File: config.mk
export PLATFORM = sky130hd
export DESIGN_NAME = sync_fifo_level_flat
export DESIGN_NICKNAME = d
export VERILOG_FILES = /design/src/rtl/fifo_pkg.sv /design/src/rtl/sync_fifo_level_if.sv /design/src/rtl/fifo_dp_ram.sv /design/src/rtl/sync_fifo_level.sv /design/src/flat_wrapper.sv
export SDC_FILE = /design/constraint.sdc
export NUM_CORES = 1
export LEC_CHECK = 0
export CAP_MARGIN = 10
export CORE_UTILIZATION = 61
export DETAILED_ROUTE_END_ITERATION = 10
export PLACE_DENSITY = 0.84
export SYNTH_ARGS = -nofsm -noshare
export SYNTH_HDL_FRONTEND = slang
export SYNTH_SLANG_ARGS = --single-unit
File: constraint.sdc
create_clock -name clock -period 5.5 [get_ports clock]
set_clock_uncertainty 0.1 [all_clocks]
set_input_delay 1.375 -clock clock [delete_from_list [all_inputs] [get_ports clock]]
set_output_delay 1.375 -clock clock [all_outputs]
set_load 0.05 [all_outputs]
File: src/rtl/fifo_pkg.sv
// Shared FIFO helpers: clog2, count-width sizing, and the FIFO_PARAM_CHECK legality macro
// that every FIFO variant expands once at module scope.
`ifndef FIFO_PKG_SV
`define FIFO_PKG_SV

`define FIFO_PARAM_CHECK(aw, af, ae) \
  if ((aw) < 2 || (aw) > 16 || (af) < 1 || (af) > (1 << (aw)) || \
      (ae) < 0 || (ae) > (1 << (aw)) - 1) begin : g_param_check \
    $error("fifo: illegal ADDR_WIDTH/ALMOST_FULL/ALMOST_EMPTY combination"); \
  end

package fifo_pkg;

  function automatic int clog2(input int value);
    int res;
    res = 0;
    for (int v = value - 1; v > 0; v = v >> 1) res++;
    return res;
  endfunction

  // Occupancy must represent 0..DEPTH inclusive, hence one bit beyond the address.
  function automatic int FIFO_COUNT_WIDTH(input int aw);
    return aw + 1;
  endfunction

endpackage

`endif

File: src/rtl/sync_fifo_level_if.sv
// Producer/consumer bundle for sync_fifo_level; slave is the FIFO side, master the user side.
interface sync_fifo_level_if #(
  parameter int DATA_WIDTH = 8,
  parameter int ADDR_WIDTH = 3
);
  import fifo_pkg::*;

  localparam int CW = FIFO_COUNT_WIDTH(ADDR_WIDTH);

  logic                  flush;
  logic                  clearErrors;
  logic                  writeEnable;
  logic [DATA_WIDTH-1:0] writeData;
  logic                  full;
  logic                  almostFull;
  logic                  readEnable;
  logic [DATA_WIDTH-1:0] readData;
  logic                  empty;
  logic                  almostEmpty;
  logic [CW-1:0]         count;
  logic                  overflow;
  logic                  underflow;

  modport slave (
    input  flush, clearErrors, writeEnable, writeData, readEnable,
    output full, almostFull, readData, empty, almostEmpty, count, overflow, underflow
  );

  modport master (
    output flush, clearErrors, writeEnable, writeData, readEnable,
    input  full, almostFull, readData, empty, almostEmpty, count, overflow, underflow
  );
endinterface

File: src/rtl/fifo_dp_ram.sv
// Simple dual-port RAM: one write port, one read port that is either registered
// (cleared by reset, updated only on rdEn) or asynchronous, chosen by ASYNC_READ.
module fifo_dp_ram #(
  parameter int DATA_WIDTH = 8,
  parameter int ADDR_WIDTH = 3,
  parameter bit ASYNC_READ = 1'b0
) (
  input  logic                  clock,
  input  logic                  reset,
  input  logic                  wrEn,
  input  logic [ADDR_WIDTH-1:0] wrAddr,
  input  logic [DATA_WIDTH-1:0] wrData,
  input  logic                  rdEn,
  input  logic [ADDR_WIDTH-1:0] rdAddr,
  output logic [DATA_WIDTH-1:0] rdData
);
  logic [DATA_WIDTH-1:0] mem [0:(1 << ADDR_WIDTH)-1];

  always_ff @(posedge clock) begin
    if (wrEn) mem[wrAddr] <= wrData;
  end

  if (ASYNC_READ) begin : g_async
    logic unusedSyncCtrl;
    assign unusedSyncCtrl = reset | rdEn;
    assign rdData = mem[rdAddr];
  end else begin : g_sync
    always_ff @(posedge clock) begin
      if (reset)     rdData <= '0;
      else if (rdEn) rdData <= mem[rdAddr];
    end
  end
endmodule

File: src/rtl/sync_fifo_level.sv
// Single-clock FIFO with occupancy count, registered level flags, flush and sticky errors.
// Define SYNC_FIFO_LEVEL_FWFT_EN for first-word-fall-through reads; default is registered read.
module sync_fifo_level
  import fifo_pkg::*;
#(
  parameter int DATA_WIDTH   = 8,
  parameter int ADDR_WIDTH   = 3,
  parameter int ALMOST_FULL  = 6,
  parameter int ALMOST_EMPTY = 1
) (
  input logic              clock,
  input logic              reset,
  sync_fifo_level_if.slave bus
);
  localparam int DEPTH = 1 << ADDR_WIDTH;
  localparam int CW    = FIFO_COUNT_WIDTH(ADDR_WIDTH);
`ifdef SYNC_FIFO_LEVEL_FWFT_EN
  localparam bit ASYNC_READ = 1'b1;
`else
  localparam bit ASYNC_READ = 1'b0;
`endif

  `FIFO_PARAM_CHECK(ADDR_WIDTH, ALMOST_FULL, ALMOST_EMPTY)

  logic [ADDR_WIDTH-1:0] wrPtr, rdPtr;
  logic [CW-1:0]         count, nextCount;
  logic                  full, empty, almostFull, almostEmpty;
  logic                  overflow, underflow;
  logic                  wrOk, rdOk, wrReject, rdReject;

  // Acceptance uses the registered (pre-edge) flags; flush swallows requests without errors.
  always_comb begin
    wrOk      = bus.writeEnable & ~full  & ~bus.flush;
    rdOk      = bus.readEnable  & ~empty & ~bus.flush;
    wrReject  = bus.writeEnable &  full  & ~bus.flush;
    rdReject  = bus.readEnable  &  empty & ~bus.flush;
    nextCount = count;
    if (bus.flush) nextCount = '0;
    else           nextCount = count + CW'(wrOk) - CW'(rdOk);
  end

  always_ff @(posedge clock) begin
    if (reset) begin
      wrPtr       <= '0;
      rdPtr       <= '0;
      count       <= '0;
      empty       <= 1'b1;
      full        <= 1'b0;
      almostFull  <= (ALMOST_FULL == 0);
      almostEmpty <= 1'b1;
      overflow    <= 1'b0;
      underflow   <= 1'b0;
    end else begin
      if (bus.flush) begin
        wrPtr <= '0;
        rdPtr <= '0;
      end else begin
        if (wrOk) wrPtr <= wrPtr + ADDR_WIDTH'(1);
        if (rdOk) rdPtr <= rdPtr + ADDR_WIDTH'(1);
      end
      count       <= nextCount;
      full        <= (nextCount == CW'(DEPTH));
      empty       <= (nextCount == '0);
      almostFull  <= (nextCount >= CW'(ALMOST_FULL));
      almostEmpty <= (nextCount <= CW'(ALMOST_EMPTY));
      if (bus.clearErrors) overflow  <= 1'b0;
      else if (wrReject)   overflow  <= 1'b1;
      if (bus.clearErrors) underflow <= 1'b0;
      else if (rdReject)   underflow <= 1'b1;
    end
  end

  fifo_dp_ram #(
    .DATA_WIDTH (DATA_WIDTH),
    .ADDR_WIDTH (ADDR_WIDTH),
    .ASYNC_READ (ASYNC_READ)
  ) u_ram (
    .clock  (clock),
    .reset  (reset),
    .wrEn   (wrOk),
    .wrAddr (wrPtr),
    .wrData (bus.writeData),
    .rdEn   (rdOk),
    .rdAddr (rdPtr),
    .rdData (bus.readData)
  );

  assign bus.full        = full;
  assign bus.empty       = empty;
  assign bus.almostFull  = almostFull;
  assign bus.almostEmpty = almostEmpty;
  assign bus.count       = count;
  assign bus.overflow    = overflow;
  assign bus.underflow   = underflow;
endmodule

File: src/flat_wrapper.sv
// flat-port wrapper written by rule: the top's interface ports become plain ports
module sync_fifo_level_flat import fifo_pkg::*;
#(
  parameter int DATA_WIDTH   = 8,
  parameter int ADDR_WIDTH   = 3,
  parameter int ALMOST_FULL  = 6,
  parameter int ALMOST_EMPTY = 1
)
  (clock, reset, bus_flush, bus_clearErrors, bus_writeEnable, bus_writeData, bus_readEnable, bus_full, bus_almostFull, bus_readData, bus_empty, bus_almostEmpty, bus_count, bus_overflow, bus_underflow);
  sync_fifo_level_if #(.DATA_WIDTH(DATA_WIDTH), .ADDR_WIDTH(ADDR_WIDTH)) bus_i ();
  input logic clock;
  input logic reset;
  input wire logic [$bits(bus_i.flush)-1:0] bus_flush;
  input wire logic [$bits(bus_i.clearErrors)-1:0] bus_clearErrors;
  input wire logic [$bits(bus_i.writeEnable)-1:0] bus_writeEnable;
  input wire logic [$bits(bus_i.writeData)-1:0] bus_writeData;
  input wire logic [$bits(bus_i.readEnable)-1:0] bus_readEnable;
  output wire logic [$bits(bus_i.full)-1:0] bus_full;
  output wire logic [$bits(bus_i.almostFull)-1:0] bus_almostFull;
  output wire logic [$bits(bus_i.readData)-1:0] bus_readData;
  output wire logic [$bits(bus_i.empty)-1:0] bus_empty;
  output wire logic [$bits(bus_i.almostEmpty)-1:0] bus_almostEmpty;
  output wire logic [$bits(bus_i.count)-1:0] bus_count;
  output wire logic [$bits(bus_i.overflow)-1:0] bus_overflow;
  output wire logic [$bits(bus_i.underflow)-1:0] bus_underflow;
  assign bus_i.flush = bus_flush;
  assign bus_i.clearErrors = bus_clearErrors;
  assign bus_i.writeEnable = bus_writeEnable;
  assign bus_i.writeData = bus_writeData;
  assign bus_i.readEnable = bus_readEnable;
  assign bus_full = bus_i.full;
  assign bus_almostFull = bus_i.almostFull;
  assign bus_readData = bus_i.readData;
  assign bus_empty = bus_i.empty;
  assign bus_almostEmpty = bus_i.almostEmpty;
  assign bus_count = bus_i.count;
  assign bus_overflow = bus_i.overflow;
  assign bus_underflow = bus_i.underflow;
  sync_fifo_level #(.DATA_WIDTH(DATA_WIDTH), .ADDR_WIDTH(ADDR_WIDTH), .ALMOST_FULL(ALMOST_FULL), .ALMOST_EMPTY(ALMOST_EMPTY)) u_core (.clock(clock), .reset(reset), .bus(bus_i));
endmodule
==> metrics, run 1 <==
sequential fraction of the synthesis area 68.72%; area leader, netlist edfxtp_1; cell chosen for the clock root clkbuf_8; Die W 77.70 um; Core Box Area 5507 um^2; Worst slew margin 21.18%; Critical Path Most Common Cell ha_1; share of cells above drive strength 1 7.527%; CTS Buffer Depth 2; period utilisation layout 63.59%; IO Port Bufs 31; r2r endpoint u_core.u_ram.mem[0][3]; clock sinks 88; WP depth 10; post-synth net total 261; Num CTS Buffers 9; unrepaired setup endpoints after global routing false; Die Ht 77.70 um; clk slew on worst S/H paths 80 ps; # diodes 0; area of the die 6037 um^2; worst r2r src u_core.bus.full; worst hold path startpoint u_core.u_ram.rdData[1]; worst-margin pin slew 1173 ps; Setup crit start kind input pin; Remaining Overflow, GRT 0; worst r2r path cells 3; Syn Area/Cell 14.57 um^2; Sw Pwr 285.9 uW; I/O pin count 32; top-area cell type share of the netlist area 54.97%; HP Class flop to flop; initial antenna violation count 0; P_int 934.0 uW; Post-synth ARST share 0%; First DRT Iteration DRCs 142; critical path class input pin to flop; Post-synth EDFFs 64; Worst Path Required 5690 ps; slowest stage delay, CP 600 ps; max-slew violation count 0; FMAX 285.9 MHz; CTS Hold Buffers Added 0; Final Non-Filler Cells 351; fin nets 295; vias in the first global route 1974; Post-route DRC 0; post-cts repair resize count 0; Leakage 1.292 nW; Initial Utilization 63.49%; data arrival time of the critical path 3680 ps; Yosys warnings 0; gp weighted congestion 0.7874; setup total negative slack 0 ps; pwr dens 305.0 nW/um^2; placed cells 335; maxcap violations 0; outcome finished, final reports clean; DP HPWL 4.074 mm; Switching Share 23.44%; pin count of the biggest net entering global routing 35; cell with the biggest individual delay on the critical path clkdlybuf4s50_1; Clock power frac 33.1%; hold path depth 2; FILL cells 365; Syn Inst Count 240; # rows 27; R2R Setup Slk 3250 ps; Detailed Route WL 6.254 mm; setup violators final 0; CTS tree built; Clk Latency, worst-skew pair 340 ps; Synth Cell Area 3496 um^2; first-pass GRT wire length 9.880 mm; Final ANT Viol Nets 0; vias 1993; Min-Delay Endpoint u_core.u_ram.rdData[1]; sequential power share 59.7%; area delta synth->final 14.42%; #FFs+latches synth 88; post-CTS setup buffers 0; Synth cell types 29; worst path bufs/invs 2; Combinational Power Share 7.2%; drt first pass iters 4; Crit Path Max Fanout 5; Most used DFF post-synth edfxtp_1; Crit. End Element flop; final hold violation count 0; ranking of synthesized cells by area edfxtp_1, dfxtp_1, mux2i_1; Final Critical Period 3497 ps; maximum vdd drop 204.5 uV; DR vias/cell 5.678; Worst path top cell family by delay adder cells; total power 1.220 mW; drt wl/cell 17.82 um; H-tree depth 3; global-route usage over all layers 23.16%; CP Cell Sequence clkdlybuf4s50_1, nor3b_2, ha_1, inv_1, ha_1, fa_1, xnor2_1, nand2b_1, nor2_1, and3_1
flip-flops by register name, summed over array words and instances, names as in the netlist:
name	flops
u_core.u_ram.mem	64
u_core.u_ram.rdData	8
u_core.bus.count	4
u_core.rdPtr	3
u_core.wrPtr	3
u_core.bus.almostEmpty	1
u_core.bus.almostFull	1
u_core.bus.empty	1
u_core.bus.full	1
u_core.bus.overflow	1
u_core.bus.underflow	1
per-stage QoR:
| stage | hold slack, ps | setup WS (ps) | utilization [%] | instance area (um^2) |
|---|---|---|---|---|
| final | 351.0 | 2003 | 72.64 | 4000 |
| after global routing | 383.2 | 1847 | 72.64 | 4000 |
| after CTS | 353.7 | 2036 | 72.64 | 4000 |
| after detailed placement | 342.1 | 1702 | 69.37 | 3820 |
| after global placement | 330.8 | 1799 | 69.37 | 3820 |
| after floorplan | 375.8 | 2372 | - | 3496 |
final cells by class:
class	count	area, um^2	area share (%)
inverter	6	22.52	0.5630
clock inverter	6	42.54	1.063
multi-input combinational	138	993.5	24.84
timing repair buffer	31	310.3	7.757
clock buffer	10	137.6	3.441
tap	72	90.09	2.252
sequential	88	2404	60.09
worst register-to-register path, delay by kind of cell, from the launching register on:
| family | cells | cell delay, ps |
|---|---|---|
| AND/OR/NAND/NOR | 3 | 1420 |
| flip-flops | 1 | 360 |
power groups by stage:
stage                     Sequential, mW  Combinational (mW)  Clock [mW]
final                              0.728              0.0880       0.404
after global routing               0.729              0.0951       0.435
after CTS                          0.728              0.0884       0.408
after detailed placement           0.743              0.0875           0
after global placement             0.743              0.0850           0
after floorplan                    0.758              0.0396           0
synthesized netlist by cell type (3+ instances only):
library cell,count
a22oi_1,16
and2_1,3
clkbuf_1,4
dfxtp_1,24
edfxtp_1,64
ha_1,6
inv_1,6
mux2i_1,34
nand2_1,21
nand2b_1,6
nor2_1,17
nor2b_1,3
nor3_1,4
o21ai_1,7
xnor2_1,4
xor2_1,3
logic make-up after synthesis:
logic type               synth area share (%)
AO/OA/AOI/OAI                           6.156
XOR/XNOR                                1.754
adder cells (fa/ha/maj)                 2.720
buffers and inverters                   2.863
flip-flops                              68.72
multiplexers                            9.735
AND/OR/NAND/NOR                         8.054
per-layer routing:
| layer | track usage (%) | routed length [um] |
|---|---|---|
| met4 | 16.04 | 143 |
| met2 | 35.58 | 3081 |
| met5 | 0 | 0 |
| met1 | 29.42 | 2716 |
| met3 | 5.059 | 312 |
layout by cell type (no fill, tap or decap), types with 2 or more instances in the layout:
cell type,n
edfxtp_1,64
mux2i_1,34
clkdlybuf4s50_1,31
dfxtp_1,23
nand2_1,21
nor2_1,17
a22oi_1,16
clkbuf_8,10
o21ai_1,7
inv_1,6
nand2b_1,6
ha_1,6
nor3_1,4
xnor2_1,4
nor2b_1,3
and2_1,3
xor2_1,3
a21oi_1,2
a31oi_1,2
a21o_1,2
inv_6,2
worst max path at each step:
stage	startpoint	end	slack, ps
2_1_floorplan	bus_readEnable	u_core.bus.full	2370
3_3_place_gp	bus_flush	u_core.bus.full	1800
3_5_place_dp	bus_flush	u_core.u_ram.mem[0][1]	1700
4_1_cts	bus_flush	u_core.bus.full	2040
5_1_grt	bus_flush	u_core.bus.full	1850
6_report	bus_flush	u_core.bus.full	2000
Power figures use the tool's default switching activity.
==> inputs of run 2 (changes only) <==
Settings changed: CORE_UTILIZATION 61 to 51, PLACE_DENSITY 0.84 to 0.75.
Clock period 5.5 ns to 3 ns, I/O delays scaled along.
==> metrics, run 2 (synthesized netlist as in run 1, its figures left out) <==
outcome finished with violations (was finished, final reports clean); failing checks design-rule violations; Num CTS Buffers 9 (unchanged); drt wl/cell 16.69 um (was 17.82 um); Crit. End Element flop (unchanged); unrepaired setup endpoints after global routing false (unchanged); clk slew on worst S/H paths 90 ps (was 80 ps); total power 2.352 mW (was 1.220 mW); Die W 84.79 um (was 77.70 um); maxcap violations 0 (unchanged); max-slew violation count 0 (unchanged); CTS tree built (unchanged); gp weighted congestion 0.7482 (was 0.7874); post-cts repair resize count 0 (unchanged); CTS Hold Buffers Added 0 (unchanged); Initial Utilization 53.82% (was 63.49%); First DRT Iteration DRCs 150 (was 142); max reg flops 64 (unchanged); Detailed Route WL 6.275 mm (was 6.254 mm); Top reg by flops u_core.u_ram.mem (unchanged); multi-input combinational cell area 993.5 um^2 (unchanged); Final Non-Filler Cells 376 (was 351); Core Box Area 6495 um^2 (was 5507 um^2); initial antenna violation count 0 (unchanged); pin count of the biggest net entering global routing 25 (was 35); Post-route DRC 3 (was 0); I/O pin count 32 (unchanged); IO Port Bufs 31 (unchanged); Die Ht 84.79 um (was 77.70 um); period utilisation layout 89.81%; Setup crit start kind input pin (unchanged); cell chosen for the clock root clkbuf_8 (unchanged); # rows 29 (was 27); final hold violation count 0 (unchanged); Worst slew margin 44.51% (was 21.18%); setup total negative slack 0 ps (unchanged); hold_ws 347.5 ps (was 351.0 ps); worst r2r src u_core.bus.empty (was u_core.bus.full); setup ws final 305.8 ps (was 2003 ps); CTS Buffer Depth 2 (unchanged); # diodes 0 (unchanged); drt first pass iters 9 (was 4); global-route usage over all layers 19.28% (was 23.16%); final core occ 64.44% (was 72.64%); post-CTS setup buffers 0 (unchanged); dpl ws -75.02 ps (was 1702 ps); clock sinks 88 (unchanged); Remaining Overflow, GRT 0 (unchanged); HP Class flop to flop (unchanged); vias 2001 (was 1993); Post-Place Cell Area 3976 um^2 (was 3820 um^2); design area 4185 um^2 (was 4000 um^2); pwr dens 561.9 nW/um^2 (was 305.0 nW/um^2); first-pass GRT wire length 9.880 mm (unchanged); placed cells 360 (was 335); FILL cells 468 (was 365); area delta synth->final 19.72% (was 14.42%); Leakage 1.407 nW (was 1.292 nW); biggest regs u_core.u_ram.mem (64), u_core.u_ram.rdData (8), u_core.bus.count (4) (unchanged); Clk Latency, worst-skew pair 350 ps (was 340 ps); DP HPWL 4.225 mm (was 4.074 mm); FMAX 371.2 MHz; maximum vdd drop 443.7 uV (was 204.5 uV); Sequential Area 2404 um^2 (unchanged); worst-margin pin slew 830.7 ps (was 1173 ps); critical path class input pin to flop (unchanged); Worst Path Required 3210 ps (was 5690 ps); DR vias/cell 5.322 (was 5.678); share of cells above drive strength 1 14.05% (was 7.527%); fin nets 315 (was 295); Crit Path Max Fanout 3 (was 5); most common cell after layout, fill and taps aside edfxtp_1 (unchanged); Final ANT Viol Nets 0 (unchanged); area of the die 7189 um^2 (was 6037 um^2); data arrival time of the critical path 2900 ps (was 3680 ps); setup violators final 0 (unchanged); Final Critical Period 2694 ps; H-tree depth 3 (unchanged); vias in the first global route 1931 (was 1974); most frequent cells in the layout edfxtp_1, mux2i_1, clkdlybuf4s50_1 (unchanged); Worst Setup SP bus_readEnable (was bus_flush); worst hold path startpoint u_core.u_ram.rdData[3] (was u_core.u_ram.rdData[1])
==> run 2: changes by cell type in the layout (fill, tap and decap cells not counted), sizes merged <==
cell,change
buf,+20
bufinv,+1
clkbuf,-1
clkinv,-3
clkinvlp,+1
inv,+2
==> run 2: per-layer routing <==
| metal | wire (um) | share of wire [%] | GRT usage [%] |
|---|---|---|---|
| met1 | 2760 | 44 | 24.70 |
| met2 | 3049 | 49 | 28.97 |
| met3 | 364 | 5.8 | 6.785 |
| met4 | 101 | 1.6 | 10.32 |
| met5 | 0 | 0 | 0 |
==> run 2: path summary, 6_finish.rpt <==
| path | cells past startpoint | end | slack (ps) |
|---|---|---|---|
| max reg2reg | 9 | u_core.bus.full | 810 |
| max | 10 | u_core.bus.full | 310 |
| min | 2 | u_core.u_ram.rdData[3] | 350 |
| min reg2reg | 2 | u_core.u_ram.rdData[3] | 350 |
==> run 2: report_power, final <==
group | internal, mW | leakage (nW) | switching (mW) | total, mW
clock network | 0.402 | 0.100 | 0.443 | 0.845
logic | 0.0756 | 0.534 | 0.100 | 0.176
registers | 1.32 | 0.773 | 0.0124 | 1.33
==> run 2: critical path, cell delays in order <==
cell             delay (ps)
clkdlybuf4s50_1         410
nor3b_2                 170
ha_1                    270
inv_1                    40
ha_1                    220
fa_1                    380
xnor2_1                 260
nand2b_1                110
nor2_1                  140
and3_1                  160
==> run 2: layout make-up <==
cell class,instances,share of cell area [%]
Timing Repair Buffer,51,11.00
Multi-Input combinational cell,138,23.74
Clock inverter,7,2.033
Inverter,6,0.5381
Clock buffer,9,2.960
Sequential cell,88,57.43
Tap cell,77,2.302
==> RTL change 1 (config.mk and constraints of run 2) <==
Build with the macro `SYNC_FIFO_LEVEL_FWFT_EN` defined.
--- a/src/rtl/sync_fifo_level.sv
+++ b/src/rtl/sync_fifo_level.sv
@@ -2,2 +2,4 @@
 // Define SYNC_FIFO_LEVEL_FWFT_EN for first-word-fall-through reads; default is registered read.
+`define SYNC_FIFO_LEVEL_FWFT_EN
+
 module sync_fifo_level
Behaviour: not the same (a bounded check fails within 4 cycles, from zero or initial values and one cycle with reset high).
==> RTL change 1 against run 2 <==
  * Power fell by 6.9%
  * Hold slack better by 87 ps
  * Critical endpoint is now bus_readData[4]
  * Setup slack lost 180 ps
  * Final cell count fell by 17%
  * Design area fell by 5.7%
  * Synthesized area down 5.5%
  * Routed wire length shrank 4.6%
  * Sequential cell count down 5
==> RTL change 1: results (changes against run 2) <==
[run_status]
status=completed

[power]
ir_drop_v=0.000305  ; -31%
power_clock_uw=709  ; -16%
p_int_mw=1.70  ; -5.6%
comb_power_uw=217  ; +23%
pwr-share-comb_pct=9.9  ; +2.4 points
p_leak_nw=1.37  ; -2.9%

[grt]
antenna_found_initial=0  ; unchanged
grt_max_degree=17  ; -32%
grt_pass1_wl_mm=9.19  ; -7.0%
grt_util_all_layers_pct=19.8  ; +0.51 points
first_global_vias=1876  ; -2.8%

[clocking]
h-tree-depth=3  ; unchanged
root_buffer=clkbuf_8
insertion_delay_ps=340
clk_transition_reported_paths_ps=80

[worst_setup_path]
crit_arrival_ps=2020  ; -880 ps
start_kind=register
cpMaxStageDelayCell=mux4_1
path_delay_family=multiplexers
path_max_fanout=16  ; +13
cp_slowest_stage_delay_ps=610  ; +200 ps

[routing]
drt_iter0_drc=122  ; -19%
vias_per_cell=5.67  ; +6.5%
firstDrtPassIters=4  ; -5
wirelength_mm=5.99  ; -4.6%

[logic_synthesis]
seq_area_frac_synth_pct=69.7  ; +1.0 points
synth_fp_nets=201  ; -23%
synthDistinctLibCells=31  ; +6.9%
synth_area_leaders=edfxtp_1 (58%), mux4_1 (13%), dfxtp_1 (12%)
async_reset_ff_share_pct=0  ; unchanged
ys_top_cells_by_count=edfxtp_1 (64), dfxtp_1 (19), mux4_1 (16)

[layout]
drive_gt1_share_pct=20.3  ; +6.2 points
reg_top3=u_core.u_ram.mem: 64 flops, u_core.bus.count: 4 flops
nets=253  ; -20%
num_antenna_cells=0  ; unchanged

[sta]
max_freq_mhz=348  ; -6.2%
max_slew_margin_pct=65.4  ; +21 points

[worst_hold_path]
hp-start=u_core.rdPtr[2]
hp-class=reg2reg

[placed_design]
place.gp.congestion=0.757  ; +1.1%
portBuffers=31  ; unchanged
dp_hpwl_mm=3.99  ; -5.6%

## RTL change 1: worst paths after layout
kind                            slack (ps)                endpoint  cells after the start
worst min register to register         430                register                      2
worst min-delay path                   430                register                      2
worst max register to register         670  u_core.bus.almostEmpty                     10
worst max-delay path                   130         bus_readData[4]                      4
## RTL change 1: cell type report
type	count	area, um2
Clock buffer	14	164
Clock inverter	2	10.0
Fill cell	425	2150
Inverter	7	26.3
Multi-Input combinational cell	84	941
Sequential cell	83	2300
Tap cell	75	93.8
Timing Repair Buffer	47	410
## RTL change 1: cell families after synthesis
kind of cell / Yosys count / synth area share [%]
buffers and inverters: 13 / 2.24
XOR/XNOR: 5 / 1.33
flip-flops: 83 / 69.7
adder cells (fa/ha/maj): 7 / 2.88
AO/OA/AOI/OAI: 9 / 2.01
multiplexers: 26 / 16.1
AND/OR/NAND/NOR: 37 / 5.76
## RTL change 1: layer usage
layer / vias up / part of all wire (%) / track usage, %
li1: 812 / - / -
met1: 899 / 43 / 24.0
met2: 50 / 52 / 33.1
met3: 7 / 3.9 / 6.26
met4: 0 / 1.1 / 7.37
met5: - / 0 / 0
## RTL change 1: repair_timing
action,in CTS,in global routing
resized for setup,0,3
endpoints found under the hold margin,0,0
endpoints found under the setup margin,0,3
## RTL change 1: through the flow
stage | instances | area, um2 | setup slack [ps]
after floorplan | 180 | 3300 | 227
after global placement | 296 | 3760 | -139
after detailed placement | 296 | 3760 | -309
after CTS | 312 | 3930 | 78.9
after global routing | 312 | 3950 | 48.5
final | 312 | 3950 | 128
## RTL change 1: worst reg2reg max path: stages, from the launching register on
cell     delay, ps
dfxtp_1        400
nor2b_1         80
and2_1         160
ha_1           260
inv_1           40
ha_1           220
fa_2           360
xnor2_2        150
buf_4          130
nor2b_1        120
o211a_1        200
==> RTL change 2 (settings of run 2) <==
Made on the original files. Make the reset (`reset`) asynchronous in 2 clocked blocks. Comments in the files are not updated.
--- a/src/rtl/fifo_dp_ram.sv
+++ b/src/rtl/fifo_dp_ram.sv
@@ -27,3 +27,3 @@
   end else begin : g_sync
-    always_ff @(posedge clock) begin
+    always_ff @(posedge clock or posedge reset) begin
       if (reset)     rdData <= '0;
--- a/src/rtl/sync_fifo_level.sv
+++ b/src/rtl/sync_fifo_level.sv
@@ -41,3 +41,3 @@
 
-  always_ff @(posedge clock) begin
+  always_ff @(posedge clock or posedge reset) begin
     if (reset) begin
Function: differs if reset is asserted again (counterexample within 4 cycles, from zero or initial values and one cycle with reset high); with reset held inactive, the same outputs for 10 cycles.
==> RTL change 2 against run 2 <==
  * Setup slack got worse by 230 ps
  * Synthesized area increased by 3.3%
  * Design area increased by 3.9%
  * Sequential cell count unchanged
  * Die area increased by 3.3%
  * Routed wire length increased by 4.5%
  * Fmax decreased by 8.0%
Power is not compared: it rests on default switching activity, and its combinational part moved more than twofold at a synthesized area within 25%.
==> RTL change 2: results (changes against run 2) <==
[logic_synthesis]
synth_fp_nets=254  ; -2.7%
synth_area_leaders=edfxtp_1 (53%), dfrtp_1 (15%), mux2i_1 (5.0%)
async_reset_ff_share_pct=27.3  ; +27 points
seq_area_frac_synth_pct=69.9  ; +1.2 points
ys_top_cells_by_count=edfxtp_1 (64), dfrtp_1 (22), mux2i_1 (18)
synthDistinctLibCells=35  ; +21%
synthesis.instances=233  ; -2.9%
synthDominantCellAreaShare_pct=53.2  ; -1.8 points
synth_edf_count=64  ; unchanged

[grt]
antenna_found_initial=0  ; unchanged
grt_max_degree=33  ; +32%
grt_util_all_layers_pct=19.0  ; -0.26 points
first_global_vias=1943  ; +0.62%
grt_pass1_wl_mm=9.97  ; +0.91%

[layout]
num_antenna_cells=0  ; unchanged
fillers=500  ; +6.8%
drive_gt1_share_pct=21.0  ; +7.0 points
nets=306  ; -2.9%
reg_top3=u_core.u_ram.mem: 64 flops, u_core.u_ram.rdData: 8 flops, u_core.bus.count: 4 flops

[clocking]
cts_setup_buffers=0  ; unchanged
clk_transition_reported_paths_ps=90  ; about the same
clk_path_buf_depth=2  ; unchanged
root_buffer=clkbuf_8
insertion_delay_ps=360
h-tree-depth=3  ; unchanged

[routing]
firstDrtPassIters=4  ; -5
dr_total_vias=2040  ; +1.9%
drt_iter0_drc=123  ; -18%
wirelength_mm=6.56  ; +4.5%

[sta]
worst_pin_slew_ps=721  ; -109 ps
finalMaxSlewViolations=0  ; unchanged

[worst_setup_path]
reg2reg_from=u_core.bus.empty
crit_arrival_ps=3110  ; +210 ps
cp_slowest_stage_delay_ps=470  ; +60 ps
cpMaxStageDelayCell=clkdlybuf4s50_1
path_delay_family=simple AND/OR/NAND/NOR gates
path_max_fanout=2  ; -1
startpoint=bus_readEnable

[placed_design]
dpl_cell_area_um2=4140  ; +4.1%
dp_hpwl_mm=4.29  ; +1.5%
place.gp.congestion=0.812  ; +8.5%
portBuffers=31  ; unchanged

[run_status]
status=completed

[worst_hold_path]
hp-class=reg2reg
hp-start=u_core.u_ram.rdData[1]

[power]
p_per_area_nw_per_um2=830

## RTL change 2: cell types whose count changed after synthesis, sizes merged, moves of 9 or more
cell / change
nand2: -9
o21ai: -9
a22oi: -16
mux2i: -16
mux2: +16
dfxtp: -24
o31ai: +9
dfrtp: +22
## RTL change 2: power breakdown
| group | internal, mW | total (mW) | switching [mW] |
|---|---|---|---|
| Sequential | 1.46 | 1.55 | 0.0897 |
| Clock | 0.326 | 0.778 | 0.452 |
| Combinational | 0.518 | 1.28 | 0.760 |
| Total | 2.31 | 3.61 | 1.30 |
## RTL change 2: final cells by class
class | instances | area share [%]
Timing Repair Buffer | 50 | 10.4
Tap cell | 96 | 2.76
Sequential cell | 88 | 58.1
Clock inverter | 7 | 1.67
Clock buffer | 9 | 2.85
Inverter | 8 | 0.691
Multi-Input combinational cell | 128 | 23.5
## RTL change 2: cell families (layout without fill, tap and decap cells)
| kind of cell | Yosys count | after routing | synth area share (%) |
|---|---|---|---|
| flip-flops | 88 | 88 | 69.9 |
| XOR/XNOR | 6 | 6 | 1.45 |
| AO/OA/AOI/OAI | 34 | 34 | 6.93 |
| buffers and inverters | 17 | 74 | 2.81 |
| adder cells (fa/ha/maj) | 7 | 7 | 2.63 |
| multiplexers | 34 | 34 | 9.98 |
| AND/OR/NAND/NOR | 47 | 47 | 6.30 |
## RTL change 2: layer usage
layer	track usage, %	wire length, um	vias up
met5	0	0	-
met3	4.72	420	5
li1	-	-	979
met1	24.7	2720	989
met4	7.58	59	0
met2	31.0	3350	67
## RTL change 2: repair_timing
item | 4_1_cts | 5_1_grt
resized for setup | 0 | 3
setup endpoints to repair | 0 | 1
hold buffers | 0 | 0
## RTL change 2: final timing paths
| check | endpoint | depth (start not counted) | slack, ps |
|---|---|---|---|
| setup / recovery | u_core.bus.empty | 10 | 70 |
| hold / removal | u_core.u_ram.rdData[1] | 2 | 380 |
| setup reg to reg | u_core.bus.empty | 9 | 480 |
| hold reg to reg | u_core.u_ram.rdData[1] | 2 | 380 |
| max in group asynchronous | u_core.u_ram.rdData[7] | 3 | 1670 |
| min in group asynchronous | u_core.bus.count[2] | 2 | 570 |
## RTL change 2: worst min-delay path, stage by stage, from the launching register on
cell and delay (ps):
dfrtp_1 350, nand2_1 50, o31ai_1 50
## RTL change 2: metrics by stage
stage	setup WS, ps	std cells
global route	-17.0	386
global placement	-272	370
detailed placement	-348	370
floorplan	-18.9	233
finish	70.8	386
CTS	58.2	386
